### src/rtl/simon_keysched_param.sv
// SIMON key schedule: a serially loaded M-word key of N-bit words is expanded into T round keys.
// One round key is presented on key_out per adv request.
module simon_keysched_param #(
    parameter int N    = 64,
    parameter int M    = 2,
    parameter int ZSEL = 2,
    parameter int T    = 68
) (
    input  logic         clk,
    input  logic         rst,
    input  logic         clear,
    input  logic         load_en,
    input  logic         data_in,
    input  logic         adv,
    output logic [N-1:0] key_out,
    output logic         key_valid,
    output logic [7:0]   round_idx,
    output logic         done
);

    typedef enum logic [1:0] {
        LOAD  = 2'd0,
        READY = 2'd1,
        DONE  = 2'd2
    } state_t;

    typedef logic [M-1:0][N-1:0] key_t;

    localparam int KW = N * M;
    localparam int CW = $clog2(KW);

    // Element 0 of each sequence is the leftmost (most significant) bit here.
    localparam logic [61:0] Z0 = 62'b11111010001001010110000111001101111101000100101011000011100110;
    localparam logic [61:0] Z1 = 62'b10001110111110010011000010110101000111011111001001100001011010;
    localparam logic [61:0] Z2 = 62'b10101111011100000011010010011000101000010001111110010110110011;
    localparam logic [61:0] Z3 = 62'b11011011101011000110010111100000010010001010011100110100001111;
    localparam logic [61:0] Z4 = 62'b11010001111001101011011000100000010111000011001010010011101111;
    localparam logic [61:0] Z_SEQ = (ZSEL == 0) ? Z0 :
                                    (ZSEL == 1) ? Z1 :
                                    (ZSEL == 2) ? Z2 :
                                    (ZSEL == 3) ? Z3 : Z4;

    localparam logic [CW-1:0] LAST_BIT   = CW'(KW - 1);
    localparam logic [7:0]    LAST_ROUND = 8'(T - 1);

    generate
        if (!(N == 16 || N == 24 || N == 32 || N == 48 || N == 64)) begin : g_bad_n
            $error("simon_keysched_param: illegal N");
        end
        if (!(M == 2 || M == 3 || M == 4)) begin : g_bad_m
            $error("simon_keysched_param: illegal M");
        end
        if (ZSEL < 0 || ZSEL > 4) begin : g_bad_zsel
            $error("simon_keysched_param: illegal ZSEL");
        end
        if (T < M + 1 || T > 255) begin : g_bad_t
            $error("simon_keysched_param: illegal T");
        end
    endgenerate

    function automatic logic [N-1:0] ror(input logic [N-1:0] x, input int unsigned r);
        return (x >> r) | (x << (N - r));
    endfunction

    // Next key word from the current window; idx is the round of the key in k[0].
    function automatic logic [N-1:0] new_word(input key_t k, input logic [7:0] idx);
        logic [N-1:0] tmp;
        logic [5:0]   j;
        j   = 6'(idx % 8'd62);
        tmp = ror(k[M-1], 3);
        if (M == 4) begin
            tmp = tmp ^ k[1];
        end
        tmp = tmp ^ ror(tmp, 1);
        return ~k[0] ^ tmp ^ {{(N-1){1'b0}}, Z_SEQ[6'd61 - j]} ^ {{(N-2){1'b0}}, 2'b11};
    endfunction

    state_t          state_r, state_s;
    key_t            key_r, key_s;
    logic [CW-1:0]   cnt_r, cnt_s;
    logic [7:0]      round_r, round_s;
    logic            valid_r, valid_s;
    logic            done_r, done_s;
    logic [KW-1:0]   flat_s;

    // Next-state and datapath update; clear overrides everything else.
    always_comb begin
        state_s = state_r;
        key_s   = key_r;
        cnt_s   = cnt_r;
        round_s = round_r;
        valid_s = valid_r;
        done_s  = done_r;
        flat_s  = key_r;
        if (clear) begin
            state_s = LOAD;
            cnt_s   = {CW{1'b0}};
            round_s = 8'd0;
            valid_s = 1'b0;
            done_s  = 1'b0;
        end else begin
            case (state_r)
                LOAD: begin
                    if (load_en) begin
                        key_s = {data_in, flat_s[KW-1:1]};
                        if (cnt_r == LAST_BIT) begin
                            state_s = READY;
                            cnt_s   = {CW{1'b0}};
                            round_s = 8'd0;
                            valid_s = 1'b1;
                        end else begin
                            cnt_s = cnt_r + {{(CW-1){1'b0}}, 1'b1};
                        end
                    end else begin
                        key_s = key_r;
                    end
                end
                READY: begin
                    if (adv) begin
                        if (round_r == LAST_ROUND) begin
                            state_s = DONE;
                            valid_s = 1'b0;
                            done_s  = 1'b1;
                        end else begin
                            for (int i = 0; i < M - 1; i++) begin
                                key_s[i] = key_r[i+1];
                            end
                            key_s[M-1] = new_word(key_r, round_r);
                            round_s    = round_r + 8'd1;
                        end
                    end else begin
                        key_s = key_r;
                    end
                end
                DONE: begin
                    state_s = DONE;
                end
                default: begin
                    state_s = LOAD;
                    cnt_s   = {CW{1'b0}};
                    round_s = 8'd0;
                    valid_s = 1'b0;
                    done_s  = 1'b0;
                end
            endcase
        end
    end

    // State and datapath registers.
    always_ff @(posedge clk or posedge rst) begin
        if (rst) begin
            state_r <= LOAD;
            key_r   <= '0;
            cnt_r   <= {CW{1'b0}};
            round_r <= 8'd0;
            valid_r <= 1'b0;
            done_r  <= 1'b0;
        end else begin
            state_r <= state_s;
            key_r   <= key_s;
            cnt_r   <= cnt_s;
            round_r <= round_s;
            valid_r <= valid_s;
            done_r  <= done_s;
        end
    end

    assign key_out   = key_r[0];
    assign key_valid = valid_r;
    assign round_idx = round_r;
    assign done      = done_r;

endmodule

### config.mk
export PLATFORM = sky130hd
export DESIGN_NAME = simon_keysched_param
export DESIGN_NICKNAME = d
export VERILOG_FILES = /design/src/rtl/simon_keysched_param.sv
export SDC_FILE = /design/constraint.sdc
export NUM_CORES = 1
export LEC_CHECK = 0
export ABC_AREA = 1
export BUFFER_PORTS_ARGS = -buffer_cell sky130_fd_sc_hd__clkbuf_2
export CORE_AREA = 2 2 149 151
export DETAILED_ROUTE_END_ITERATION = 16
export DIE_AREA = 0 0 151 153
export HOLD_SLACK_MARGIN = 0.02
export PLACE_DENSITY = 0.62
export SLEW_MARGIN = 40
export SYNTH_ARGS = -nofsm -noshare
export SYNTH_HDL_FRONTEND = slang
export SYNTH_SLANG_ARGS = --single-unit
export TNS_END_PERCENT = 20
### constraint.sdc
create_clock -name clk -period 4.91 [get_ports clk]
set_input_delay 0.982 -clock clk [delete_from_list [all_inputs] [get_ports clk]]
set_output_delay 0.982 -clock clk [all_outputs]
set_load 0.01 [all_outputs]
==> out/summary.json <==
{
  "synth-async-reset-ratio": 1.000,
  "rsz_0062_raised_after_global_routing": "false",
  "worst_setup_hold_path_clk_slew_ps": 60,
  "path_common_cell": "sky130_fd_sc_hd__inv_1",
  "whs_path_depth": 1,
  "die_span_in_x_um": 151,
  "cts_made_buffers": 17,
  "synth_fp_nets": 1254,
  "synthesis.area_um2": 9470,
  "status": "complete, no violations",
  "timing.max_slew.rel_slack": 0.5164,
  "cp_num_cells": 10,
  "synth_common_cells": "sky130_fd_sc_hd__nand2_1 (266), sky130_fd_sc_hd__o21ai_0 (197), sky130_fd_sc_hd__inv_1 (168)",
  "antenna_cells_inserted": 0,
  "postSynthCellCount": 1237,
  "post_synth_num_cell_types": 40,
  "hold_viol_final": 0,
  "holdCritStartpoint": "cnt_r[5]",
  "critical_path_peak_fanout": 120,
  "tritoncts": "yes",
  "path_class": "flip-flop to flip-flop",
  "report.final.setup_viol": 0,
  "yosysWarnings": 0,
  "yosys-top-cells-area": "sky130_fd_sc_hd__dfrtp_1 (39%), sky130_fd_sc_hd__nand2_1 (11%), sky130_fd_sc_hd__o21ai_0 (10%)",
  "area.growth.synth_to_final_pct": 7.279,
  "synth-main-ff-cell": "sky130_fd_sc_hd__dfrtp_1",
  "crit_arrival_ps": 4420,
  "timing.max_cap.violations": 0,
  "worst-path-buf-inv": 5,
  "layout.nets": 1238,
  "drtIter0Drc": 544,
  "post_route_cells_drive_above_1_share": 0.1266,
  "critPathMaxStageDelay_ps": 720,
  "final_util": 0.4729,
  "vias": 7777,
  "cts_post_setup_buffers_inserted": 0,
  "post_cts_hold_buffer_count": 0,
  "path_cells": "inv_1 -> ha_4 -> clkinv_1 -> nor2_1 -> inv_1 -> a21oi_1 -> nand2_1 -> inv_6 -> buf_4 -> o21ai_0",
  "clock_tree.root_cell": "sky130_fd_sc_hd__clkbuf_16",
  "crit_required_ps": 5200,
  "power_per_cell_area_nw_per_um2": 641.5,
  "yosys.cell_count.top_type": "sky130_fd_sc_hd__nand2_1",
  "pin_count_of_the_biggest_net_entering_global_routing": 121,
  "transition_at_the_pin_with_the_smallest_max_transition_slack_ps": 725.5,
  "netlist.top_cell.by_area": "sky130_fd_sc_hd__dfrtp_1",
  "r2r_start": "state_r[1]",
  "grt.overflow.total": 0,
  "rows": 54,
  "synth_edf_count": 0,
  "drt-vias-per-instance": 5.144,
  "totalWireLength_um": 20810,
  "timing.final.crit_period_ps": 4128,
  "post-dp-hpwl_um": 14820,
  "critical-path-slowest-cell": "sky130_fd_sc_hd__inv_6",
  "vias_in_the_first_global_route": 7140,
  "cts.path.max_buffers": 2,
  "post_cts_resize_count": 0,
  "first_pass_grt_wire_length_um": 35820,
  "timing.critical_path.to": "flat_s[112]",
  "syn-mean-instance-area_um2": 7.656,
  "reg2reg_to": "flat_s[112]",
  "initial_standard_cell_utilization_of_the_core": 0.4408,
  "finalCritPeriodShare": 0.8408,
  "timing.clock.skew_ps": 7.462,
  "fin_total_pwr_uw": 6518,
  "setup.worst_path.end_class": "flip-flop",
  "floorplan.io_pins": 80,
  "wire_per_inst_um": 13.76,
  "synth.yosys.seq_area_share": 0.3884,
  "power.ir.vdd_worst_mv": 0.3387,
  "path_type_of_the_worst_min_delay_path": "flip-flop to flip-flop",
  "critical-path-top-delay-family": "buffers and inverters",
  "remaining_drcs": 0,
  "grt_antenna_before_repair": 0,
  "die-area_um2": 23100,
  "final.hold.worst_slack_ps": 487.4,
  "rrSetupSlack_ps": 780,
  "worstRegToRegCells": 10,
  "design.core.area_um2": 21490,
  "worst_setup_path_start_kind": "flip-flop",
  "die_y_um": 153,
  "portBuffers": 79,
  "max_slew_vio_count": 0,
  "ys_seq_elements": 147,
  "worst_skew_pair.late_latency_ps": 430,
  "synth_largest_type_area_fraction": 0.3884,
  "clock-sinks": 147,
  "first_pass_iters": 5,
  "groute.usage.overall": 0.1909,
  "timing.critical_path.from": "state_r[1]",
  "h-tree-depth": 4,
  "maxClockFrequency_mhz": 242.2,
  "gp_congestion": 0.8326,
  "cellLeakagePower_uw": 0.004487,
  "detail-route-antenna-nets": 0,
  "timing.setup.tns_ps": 0
}
## cell usage in the layout, fill, tap and decap left out, types with 8 or more instances in the layout
master and n:
sky130_fd_sc_hd__nand3_2 9, sky130_fd_sc_hd__o21ai_0 197, sky130_fd_sc_hd__nor3_1 9, sky130_fd_sc_hd__a21oi_1 15, sky130_fd_sc_hd__ha_1 10, sky130_fd_sc_hd__o211ai_1 13, sky130_fd_sc_hd__xor2_1 8, sky130_fd_sc_hd__dfrtp_1 147
sky130_fd_sc_hd__nand2_4 10, sky130_fd_sc_hd__nand2_2 10, sky130_fd_sc_hd__inv_1 166, sky130_fd_sc_hd__clkbuf_16 17, sky130_fd_sc_hd__nor2_1 23, sky130_fd_sc_hd__nand2_1 266, sky130_fd_sc_hd__clkbuf_2 79, sky130_fd_sc_hd__xnor2_1 63
sky130_fd_sc_hd__o221ai_1 52, sky130_fd_sc_hd__nand3_1 82
## power by group
part	internal (µW)	switching, µW	total (µW)
sequential	1690	502	2200
clock	783	506	1290
combinational	1160	1880	3030
total	3630	2880	6520
## registers in the layout, indices dropped and copies added, names as in the netlist
register / flops
cnt_r: 7
done: 1
flat_s: 64
key_out: 64
key_valid: 1
round_idx: 8
state_r: 2
## worst reg2reg max path, cell delays in order (launching register included)
cell,delay [ps]
sky130_fd_sc_hd__dfrtp_1,390
sky130_fd_sc_hd__inv_1,110
sky130_fd_sc_hd__ha_4,510
sky130_fd_sc_hd__clkinv_1,460
sky130_fd_sc_hd__nor2_1,420
sky130_fd_sc_hd__inv_1,140
sky130_fd_sc_hd__a21oi_1,160
sky130_fd_sc_hd__nand2_1,410
sky130_fd_sc_hd__inv_6,730
sky130_fd_sc_hd__buf_4,500
sky130_fd_sc_hd__o21ai_0,150
## worst min path at each step
stage	end	slack, ps
floorplan	cnt_r[5]	440
global placement	cnt_r[5]	470
detailed placement	cnt_r[5]	470
CTS	cnt_r[5]	490
global route	key_out[28]	520
finish	cnt_r[5]	490
## logic make-up (layout without fill, tap and decap cells)
group                      after synthesis  count (layout)  synth area share
and+or+nand+nor                        423             423            0.2019
buffers and inverters                  293             288            0.1472
AOI/OAI and AO/OA                      292             292            0.1823
DFF                                    147             147            0.3884
xor gates and xnor gates                71              71           0.06566
adders and majority gates               11              11           0.01453
## layer usage
layer | track usage | vias up | part of all wire
met1 | 0.2717 | 3643 | 0.48
met4 | 0.05785 | 0 | 0.017
met5 | 0 | - | 0
met3 | 0.03970 | 28 | 0.037
met2 | 0.2924 | 117 | 0.47
li1 | - | 3989 | -
## final cells by class
class	count	area, µm²
multi-input combinational	797	4410
timing repair buffer	85	485.5
clock inverter	8	102.6
sequential	147	3679
clock buffer	22	474.2
tap	280	350.3
inverter	173	658.1
fill	2215	11330
## per-stage QoR
| step | std cells | area, µm² | worst slack [ps] |
|---|---|---|---|
| floorplan | 1237 | 9474 | 2081 |
| global placement | 1481 | 9555 | 953.6 |
| detailed placement | 1481 | 9555 | 780.7 |
| CTS | 1511 | 10130 | 773.4 |
| global route | 1512 | 10160 | 234.2 |
| finish | 1512 | 10160 | 781.7 |
Note: power is estimated with default switching activity, not from simulation.
